File: config.mk
export PLATFORM = sky130hd
export DESIGN_NAME = sdram_bank_timer
export DESIGN_NICKNAME = d
export VERILOG_FILES = /design/src/rtl/sdram_bank_pkg.sv /design/src/rtl/sdram_bank_fsm.sv /design/src/rtl/sdram_bank_timer.sv
export SDC_FILE = /design/constraint.sdc
export NUM_CORES = 1
export LEC_CHECK = 0
export CAP_MARGIN = 0
export CORE_UTILIZATION = 49
export CTS_BUF_LIST = sky130_fd_sc_hd__clkbuf_8
export CTS_CLUSTER_DIAMETER = 80
export DETAILED_ROUTE_END_ITERATION = 10
export GPL_TIMING_DRIVEN = 0
export PLACE_DENSITY_LB_ADDON = 0.25
export SETUP_SLACK_MARGIN = 0.3
export SYNTH_ARGS = -nofsm -noshare
export SYNTH_HDL_FRONTEND = slang
export SYNTH_SLANG_ARGS = --single-unit
File: constraint.sdc
create_clock -name clk -period 6.93 [get_ports clk]
set_input_delay 2.079 -clock clk [delete_from_list [all_inputs] [get_ports clk]]
set_output_delay 2.079 -clock clk [all_outputs]
set_load 0.005 [all_outputs]
File: src/rtl/sdram_bank_pkg.sv
// sdram_bank_pkg: shared types and latency defaults for the per-bank DRAM timer.
// Optional refresh support is selected with `define SDRAM_BANK_REFRESH_EN.
package sdram_bank_pkg;

    typedef enum logic [1:0] {
        BANK_IDLE        = 2'd0,
        BANK_ACTIVATING  = 2'd1,
        BANK_ACTIVE      = 2'd2,
        BANK_PRECHARGING = 2'd3
    } bank_state_e;

    typedef enum logic [1:0] {
        CMD_ACT  = 2'd0,
        CMD_PRE  = 2'd1,
        CMD_PREA = 2'd2,
        CMD_REF  = 2'd3
    } cmd_op_e;

    localparam int DEF_ROW_WIDTH       = 14;
    localparam int DEF_NUM_GROUPS      = 2;
    localparam int DEF_BANKS_PER_GROUP = 4;
    localparam int DEF_T_RCD           = 4;
    localparam int DEF_T_RP            = 3;
    localparam int DEF_T_RAS           = 8;
    localparam int DEF_T_RRD           = 2;
    localparam int DEF_T_RFC           = 10;

    function automatic int max5(input int a, input int b, input int c, input int d, input int e);
        int m;
        m = a;
        if (b > m) m = b;
        if (c > m) m = c;
        if (d > m) m = d;
        if (e > m) m = e;
        return m;
    endfunction

    // Bits needed to hold values 0..max_lat, never less than one.
    function automatic int cnt_width(input int max_lat);
        return (max_lat < 1) ? 1 : $clog2(max_lat + 1);
    endfunction

endpackage

File: src/rtl/sdram_bank_fsm.sv
// sdram_bank_fsm: one DRAM bank. Holds the bank state, the tRCD/tRP/tRFC phase
// counter, the tRAS counter and the row opened by the last ACT.
// A refresh (only ever requested when SDRAM_BANK_REFRESH_EN is defined) is
// reported with the PRECHARGING code: both are timed busy phases that end in
// IDLE and block every command, and the state port is only two bits wide.
module sdram_bank_fsm
    import sdram_bank_pkg::*;
#(
    parameter int ROW_WIDTH = DEF_ROW_WIDTH,
    parameter int CNT_W     = 4,
    parameter int T_RCD     = DEF_T_RCD,
    parameter int T_RP      = DEF_T_RP,
    parameter int T_RAS     = DEF_T_RAS,
    parameter int T_RFC     = DEF_T_RFC
) (
    input  logic                 clk,
    input  logic                 rst,
    input  logic                 do_act,
    input  logic                 do_pre,
    input  logic                 do_ref,
    input  logic [ROW_WIDTH-1:0] row,
    output bank_state_e          state,
    output logic [ROW_WIDTH-1:0] open_row,
    output logic                 ras_done
);

    logic [CNT_W-1:0] main_cnt;
    logic [CNT_W-1:0] ras_cnt;

    assign ras_done = (ras_cnt == '0);

    // Bank FSM: a timed phase ends on the edge where its counter reaches zero,
    // so ACTIVATING/PRECHARGING are visible for T-1 cycles after the command.
    always_ff @(posedge clk or posedge rst) begin
        if (rst) begin
            state    <= BANK_IDLE;
            main_cnt <= '0;
            ras_cnt  <= '0;
            open_row <= '0;
        end else begin
            if (ras_cnt != '0) ras_cnt <= ras_cnt - CNT_W'(1);
            if (do_act) begin
                open_row <= row;
                ras_cnt  <= CNT_W'(T_RAS - 1);
                main_cnt <= CNT_W'(T_RCD - 1);
                state    <= (T_RCD > 1) ? BANK_ACTIVATING : BANK_ACTIVE;
            end else if (do_pre) begin
                main_cnt <= CNT_W'(T_RP - 1);
                state    <= (T_RP > 1) ? BANK_PRECHARGING : BANK_IDLE;
            end else if (do_ref) begin
                main_cnt <= CNT_W'(T_RFC - 1);
                state    <= (T_RFC > 1) ? BANK_PRECHARGING : BANK_IDLE;
            end else begin
                if (main_cnt != '0) main_cnt <= main_cnt - CNT_W'(1);
                if (main_cnt <= CNT_W'(1)) begin
                    case (state)
                        BANK_ACTIVATING:  state <= BANK_ACTIVE;
                        BANK_PRECHARGING: state <= BANK_IDLE;
                        default:          state <= state;
                    endcase
                end
            end
        end
    end

endmodule

File: src/rtl/sdram_bank_timer.sv
// sdram_bank_timer: per-bank DRAM state/timing tracker. Checks ACT/PRE/PREA/REF
// against the bank FSMs and the tRRD timer and publishes open rows and
// legality flags to the scheduler. REF is supported only when the macro
// SDRAM_BANK_REFRESH_EN is defined; otherwise REF is always illegal.
module sdram_bank_timer
    import sdram_bank_pkg::*;
#(
    parameter int  ROW_WIDTH       = DEF_ROW_WIDTH,
    parameter int  NUM_GROUPS      = DEF_NUM_GROUPS,
    parameter int  BANKS_PER_GROUP = DEF_BANKS_PER_GROUP,
    localparam int BANKS           = NUM_GROUPS * BANKS_PER_GROUP,
    parameter int  BANK_IDX_W      = (BANKS > 1) ? $clog2(BANKS) : 1,
    parameter int  T_RCD           = DEF_T_RCD,
    parameter int  T_RP            = DEF_T_RP,
    parameter int  T_RAS           = DEF_T_RAS,
    parameter int  T_RRD           = DEF_T_RRD,
    parameter int  T_RFC           = DEF_T_RFC
) (
    input  logic                            clk,
    input  logic                            rst,
    input  logic                            cmd_valid,
    input  logic [1:0]                      cmd_op,
    input  logic [BANK_IDX_W-1:0]           cmd_bank,
    input  logic [ROW_WIDTH-1:0]            cmd_row,
    output logic                            cmd_legal,
    output logic                            cmd_err,
    output logic [BANKS-1:0][1:0]           bank_state,
    output logic [BANKS-1:0][ROW_WIDTH-1:0] open_row,
    output logic [BANKS-1:0]                can_access,
    output logic [BANKS-1:0]                can_activate,
    output logic [BANKS-1:0]                can_precharge
);

`ifdef SDRAM_BANK_REFRESH_EN
    localparam int MAX_LAT = max5(T_RCD, T_RP, T_RAS, T_RRD, T_RFC);
`else
    localparam int MAX_LAT = max5(T_RCD, T_RP, T_RAS, T_RRD, 1);
`endif
    localparam int CNT_W = cnt_width(MAX_LAT);

    cmd_op_e          op;
    logic [CNT_W-1:0] rrd_cnt;
    logic             rrd_done;
    bank_state_e      st [BANKS];
    logic [BANKS-1:0] ras_done;
    logic [BANKS-1:0] do_act;
    logic [BANKS-1:0] do_pre;
    logic [BANKS-1:0] do_ref;
    logic             tgt_hit;
    bank_state_e      tgt_state;
    logic             tgt_ras_done;
    logic             legal_prea;
    logic             legal_ref;
    logic             accept;

    assign op       = cmd_op_e'(cmd_op);
    assign rrd_done = (rrd_cnt == '0);
    assign accept   = cmd_valid & cmd_legal;

    // Addressed-bank lookup; an index at or beyond BANKS matches no bank.
    always_comb begin
        tgt_hit      = 1'b0;
        tgt_state    = BANK_IDLE;
        tgt_ras_done = 1'b0;
        for (int unsigned i = 0; i < BANKS; i++) begin
            if (cmd_bank == BANK_IDX_W'(i)) begin
                tgt_hit      = 1'b1;
                tgt_state    = st[i];
                tgt_ras_done = ras_done[i];
            end
        end
    end

    // PREA needs every bank settled and every open bank past tRAS.
    always_comb begin
        legal_prea = 1'b1;
        for (int unsigned i = 0; i < BANKS; i++) begin
            if (st[i] == BANK_ACTIVATING || st[i] == BANK_PRECHARGING) legal_prea = 1'b0;
            if (st[i] == BANK_ACTIVE && !ras_done[i]) legal_prea = 1'b0;
        end
    end

`ifdef SDRAM_BANK_REFRESH_EN
    // REF needs every bank idle and the tRRD window closed.
    always_comb begin
        legal_ref = rrd_done;
        for (int unsigned i = 0; i < BANKS; i++) begin
            if (st[i] != BANK_IDLE) legal_ref = 1'b0;
        end
    end
`else
    assign legal_ref = 1'b0;
`endif

    // Legality decode from registered state and the command fields only.
    always_comb begin
        cmd_legal = 1'b0;
        case (op)
            CMD_ACT:  cmd_legal = tgt_hit && (tgt_state == BANK_IDLE) && rrd_done;
            CMD_PRE:  cmd_legal = tgt_hit && (tgt_state == BANK_ACTIVE) && tgt_ras_done;
            CMD_PREA: cmd_legal = legal_prea;
            CMD_REF:  cmd_legal = legal_ref;
            default:  cmd_legal = 1'b0;
        endcase
    end

    // Per-bank command strobes for an accepted command.
    always_comb begin
        do_act = '0;
        do_pre = '0;
        do_ref = '0;
        for (int unsigned i = 0; i < BANKS; i++) begin
            if (accept) begin
                do_act[i] = (op == CMD_ACT) && (cmd_bank == BANK_IDX_W'(i));
                do_pre[i] = ((op == CMD_PRE) && (cmd_bank == BANK_IDX_W'(i)))
                         || ((op == CMD_PREA) && (st[i] == BANK_ACTIVE));
                do_ref[i] = (op == CMD_REF);
            end
        end
    end

    // tRRD window shared by all banks, restarted by each accepted ACT.
    always_ff @(posedge clk or posedge rst) begin
        if (rst) begin
            rrd_cnt <= '0;
        end else if (accept && op == CMD_ACT) begin
            rrd_cnt <= CNT_W'(T_RRD - 1);
        end else if (rrd_cnt != '0) begin
            rrd_cnt <= rrd_cnt - CNT_W'(1);
        end
    end

    // One-cycle error pulse following any rejected command.
    always_ff @(posedge clk or posedge rst) begin
        if (rst) cmd_err <= 1'b0;
        else     cmd_err <= cmd_valid & ~cmd_legal;
    end

    for (genvar g = 0; g < BANKS; g++) begin : g_bank
        sdram_bank_fsm #(
            .ROW_WIDTH (ROW_WIDTH),
            .CNT_W     (CNT_W),
            .T_RCD     (T_RCD),
            .T_RP      (T_RP),
            .T_RAS     (T_RAS),
            .T_RFC     (T_RFC)
        ) u_fsm (
            .clk      (clk),
            .rst      (rst),
            .do_act   (do_act[g]),
            .do_pre   (do_pre[g]),
            .do_ref   (do_ref[g]),
            .row      (cmd_row),
            .state    (st[g]),
            .open_row (open_row[g]),
            .ras_done (ras_done[g])
        );
    end

    // Scheduler-facing status flags per bank.
    always_comb begin
        for (int unsigned i = 0; i < BANKS; i++) begin
            bank_state[i]    = st[i];
            can_access[i]    = (st[i] == BANK_ACTIVE);
            can_activate[i]  = (st[i] == BANK_IDLE) && rrd_done;
            can_precharge[i] = (st[i] == BANK_ACTIVE) && ras_done[i];
        end
    end

endmodule

==> results_dict.tcl <==
set metrics [dict create \
    status "finished clean" \
    wirelength_um 23800 \
    mostFrequentLayoutCell "dfrtp_1" \
    slew_viol_final 0 \
    period_minus_slack_ps 6420 \
    drc 0 \
    drt_first_pass_iters 5 \
    critical_path_class "input pin to output pin" \
    clkLatencyLatePin_ps 480 \
    avgSynthCellArea_um2 11.4 \
    placedCellCount 1302 \
    core_um2 19500 \
    grt_pass1_vias 7073 \
    hold_class "flop to flop" \
    grt_pass1_wl_um 38000 \
    cts_made_buffers 17 \
    h-tree-depth 4 \
    layout_common_cells "dfrtp_1 (197), clkdlybuf4s50_1 (170), mux2_2 (91)" \
    met1_usage 0.329 \
    grtUsageMet3 0.0816 \
    num_vias 7273 \
    ys_warn_count 0 \
    clock_path_buffers 2 \
    synth_edf_count 0 \
    cts.sinks 197 \
    grt_util_met2 0.370 \
    maxCapViolations 0 \
    worstPathArrival_ps 4340 \
    synth_area_leaders "dfrtp_1 (50%), mux2_2 (10%), ha_1 (4.2%)" \
    cts-root-buf "clkbuf_8" \
    skew_ps 20.1 \
    cellPowerDensity_nw_per_um2 379 \
    gr-max-usage-layer "met2" \
    dp.final_hpwl_um 16900 \
    drive_above_1_share 0.200 \
    cp-end-kind "output pin" \
    rsz0062_at_grt "no" \
    hold_buffers 0 \
    endpoint "cmd_legal" \
    die_x_um 143 \
    clkSlewWorstSetupHoldPaths_ps 110 \
    reg2reg_from "g_bank[5].u_fsm.ras_cnt[0]" \
    ys_ff_latch 197 \
    via_per_inst 5.43 \
    grt_util_all_layers 0.243 \
    cts_tree "done" \
    antenna_found_initial 0 \
    yosys.cell_types.count 62 \
    final_antenna_net_count 0 \
    fin_crit_sh 0.926 \
    start_util 0.502 \
    setup_viol 0 \
    syn_to_final_growth_pct 27.4 \
    r2r_slack_ps 3270 \
    ioPinCount 176 \
    diodes 0 \
    portBuffers 173 \
    routedWlPerCell_um 17.8 \
    worst_ir_drop_vdd_v 0.000182 \
    power_mw 4.73 \
    synth_ff_type "dfrtp_1" \
    rows 51 \
    setup_ws_ps 513 \
    power.leakage_nw 5.91 \
    drt-initial-drc-count 451 \
    instances_no_fill 1339 \
    hold_viol_final 0 \
    critPathLaunch "cmd_op[0]" \
    post-place-ws_ps -134 \
    max_freq_mhz 156 \
    worstMarginPinSlew_ps 706 \
    ys_seq_area_frac 0.503 \
    gp_congestion 0.934 \
    final_net_count 1116 \
    r2r-end "g_bank[6].u_fsm.open_row[0]" \
    overflow 0 \
    syn_inst 859 \
    die_h_um 143 \
    design.die.area_um2 20600 \
    grt_max_degree 43 \
    cp-start-kind "input pin" \
    critPathMaxFanout 10 \
    max_slew_margin 0.529 \
    crit_required_ps 4850 \
    synth_area_um2 9800 \
    yosys.area.top_type "dfrtp_1" \
    async_flop_share 1.00 \
    synth_top_area_share 0.503 \
    synth_nets 914 \
    rr_worst_depth 11 \
]
==> logic make-up after synthesis <==
group / synth area share
compound gates: 0.0876
fa+ha+maj: 0.0421
xor+xnor: 0.0152
mux: 0.167
simple gates: 0.142
buf+inv: 0.0428
flops: 0.503
==> cells in the mapped netlist, drive strengths merged, types with 2 or more instances <==
master / instances
o22ai: 17
dfrtp: 197
nor4: 6
nor2: 47
ha: 33
nand2b: 21
nand3: 12
nor3b: 3
a31oi: 5
or3: 22
xnor2: 17
a21oi: 22
a41oi: 2
nand3b: 7
o21bai: 6
nand2: 71
or2: 3
and2: 4
o311ai: 4
o31ai: 7
mux2: 124
or3b: 10
a21o: 10
o31a: 3
o21ai: 36
buf: 24
nand4: 6
nor2b: 8
mux2i: 12
o211ai: 10
nor3: 32
inv: 53
clkbuf: 11
a22oi: 2
==> sequential cells by signal, summed over array words and instances, names as in the netlist <==
register               cells
g_bank.u_fsm.open_row    112
g_bank.u_fsm.main_cnt     32
g_bank.u_fsm.state        16
g_bank.u_fsm.ras_cnt      32
cmd_err                    1
rrd_cnt                    4
==> how the worst min path moves through the flow <==
stage,cells past startpoint,end,from
after floorplan,1,rrd_cnt[2],rrd_cnt[2]
after detailed placement,1,g_bank[5].u_fsm.open_row[8],g_bank[5].u_fsm.open_row[8]
after global placement,1,g_bank[5].u_fsm.open_row[8],g_bank[5].u_fsm.open_row[8]
after CTS,1,rrd_cnt[2],rrd_cnt[2]
after global routing,1,g_bank[5].u_fsm.open_row[8],g_bank[5].u_fsm.open_row[8]
final,1,g_bank[4].u_fsm.open_row[4],g_bank[4].u_fsm.open_row[4]
==> layer usage <==
layer,routed length (um),share of wire,vias to the layer above
met5,0,0,-
met4,419,0.018,0
met3,1880,0.079,37
met2,10800,0.45,241
met1,10700,0.45,3568
li1,-,-,3427
==> report_power, final <==
group | internal [mW] | switching [mW]
clock | 0.278 | 0.475
combinational | 1.13 | 0.969
sequential | 1.54 | 0.330
total | 2.95 | 1.77
==> timing repair <==
action,in CTS,in global routing
buffers inserted,4,1
gates resized for setup,9,11
endpoints found under the setup margin,1,1
pin swaps,2,1
==> critical path: stages <==
cell	delay, ps
dlymetal6s2s_1	200
nand2b_1	170
clkbuf_2	180
nand3b_1	280
nor4_4	350
nand2_2	80
o21a_4	170
buf_4	180
inv_1	120
clkdlybuf4s50_1	520
==> per-stage QoR <==
stage	hold slack (ps)	utilization	TNS [ps]	cell area, um2
floorplan	456	-	0	9800
global placement	470	0.608	-101	11900
detailed placement	475	0.613	-134	12000
CTS	506	0.637	0	12400
global route	526	0.639	0	12500
finish	502	0.639	0	12500
==> layout make-up <==
type / count / area (um2)
clock buffer: 17 / 234
multi-input combinational: 574 / 4490
fill: 1535 / 7040
timing repair buffer: 183 / 1880
sequential: 197 / 4930
clock inverter: 15 / 181
inverter: 53 / 203
tap: 265 / 332
buffer: 35 / 241
Power figures use the tool's default switching activity.
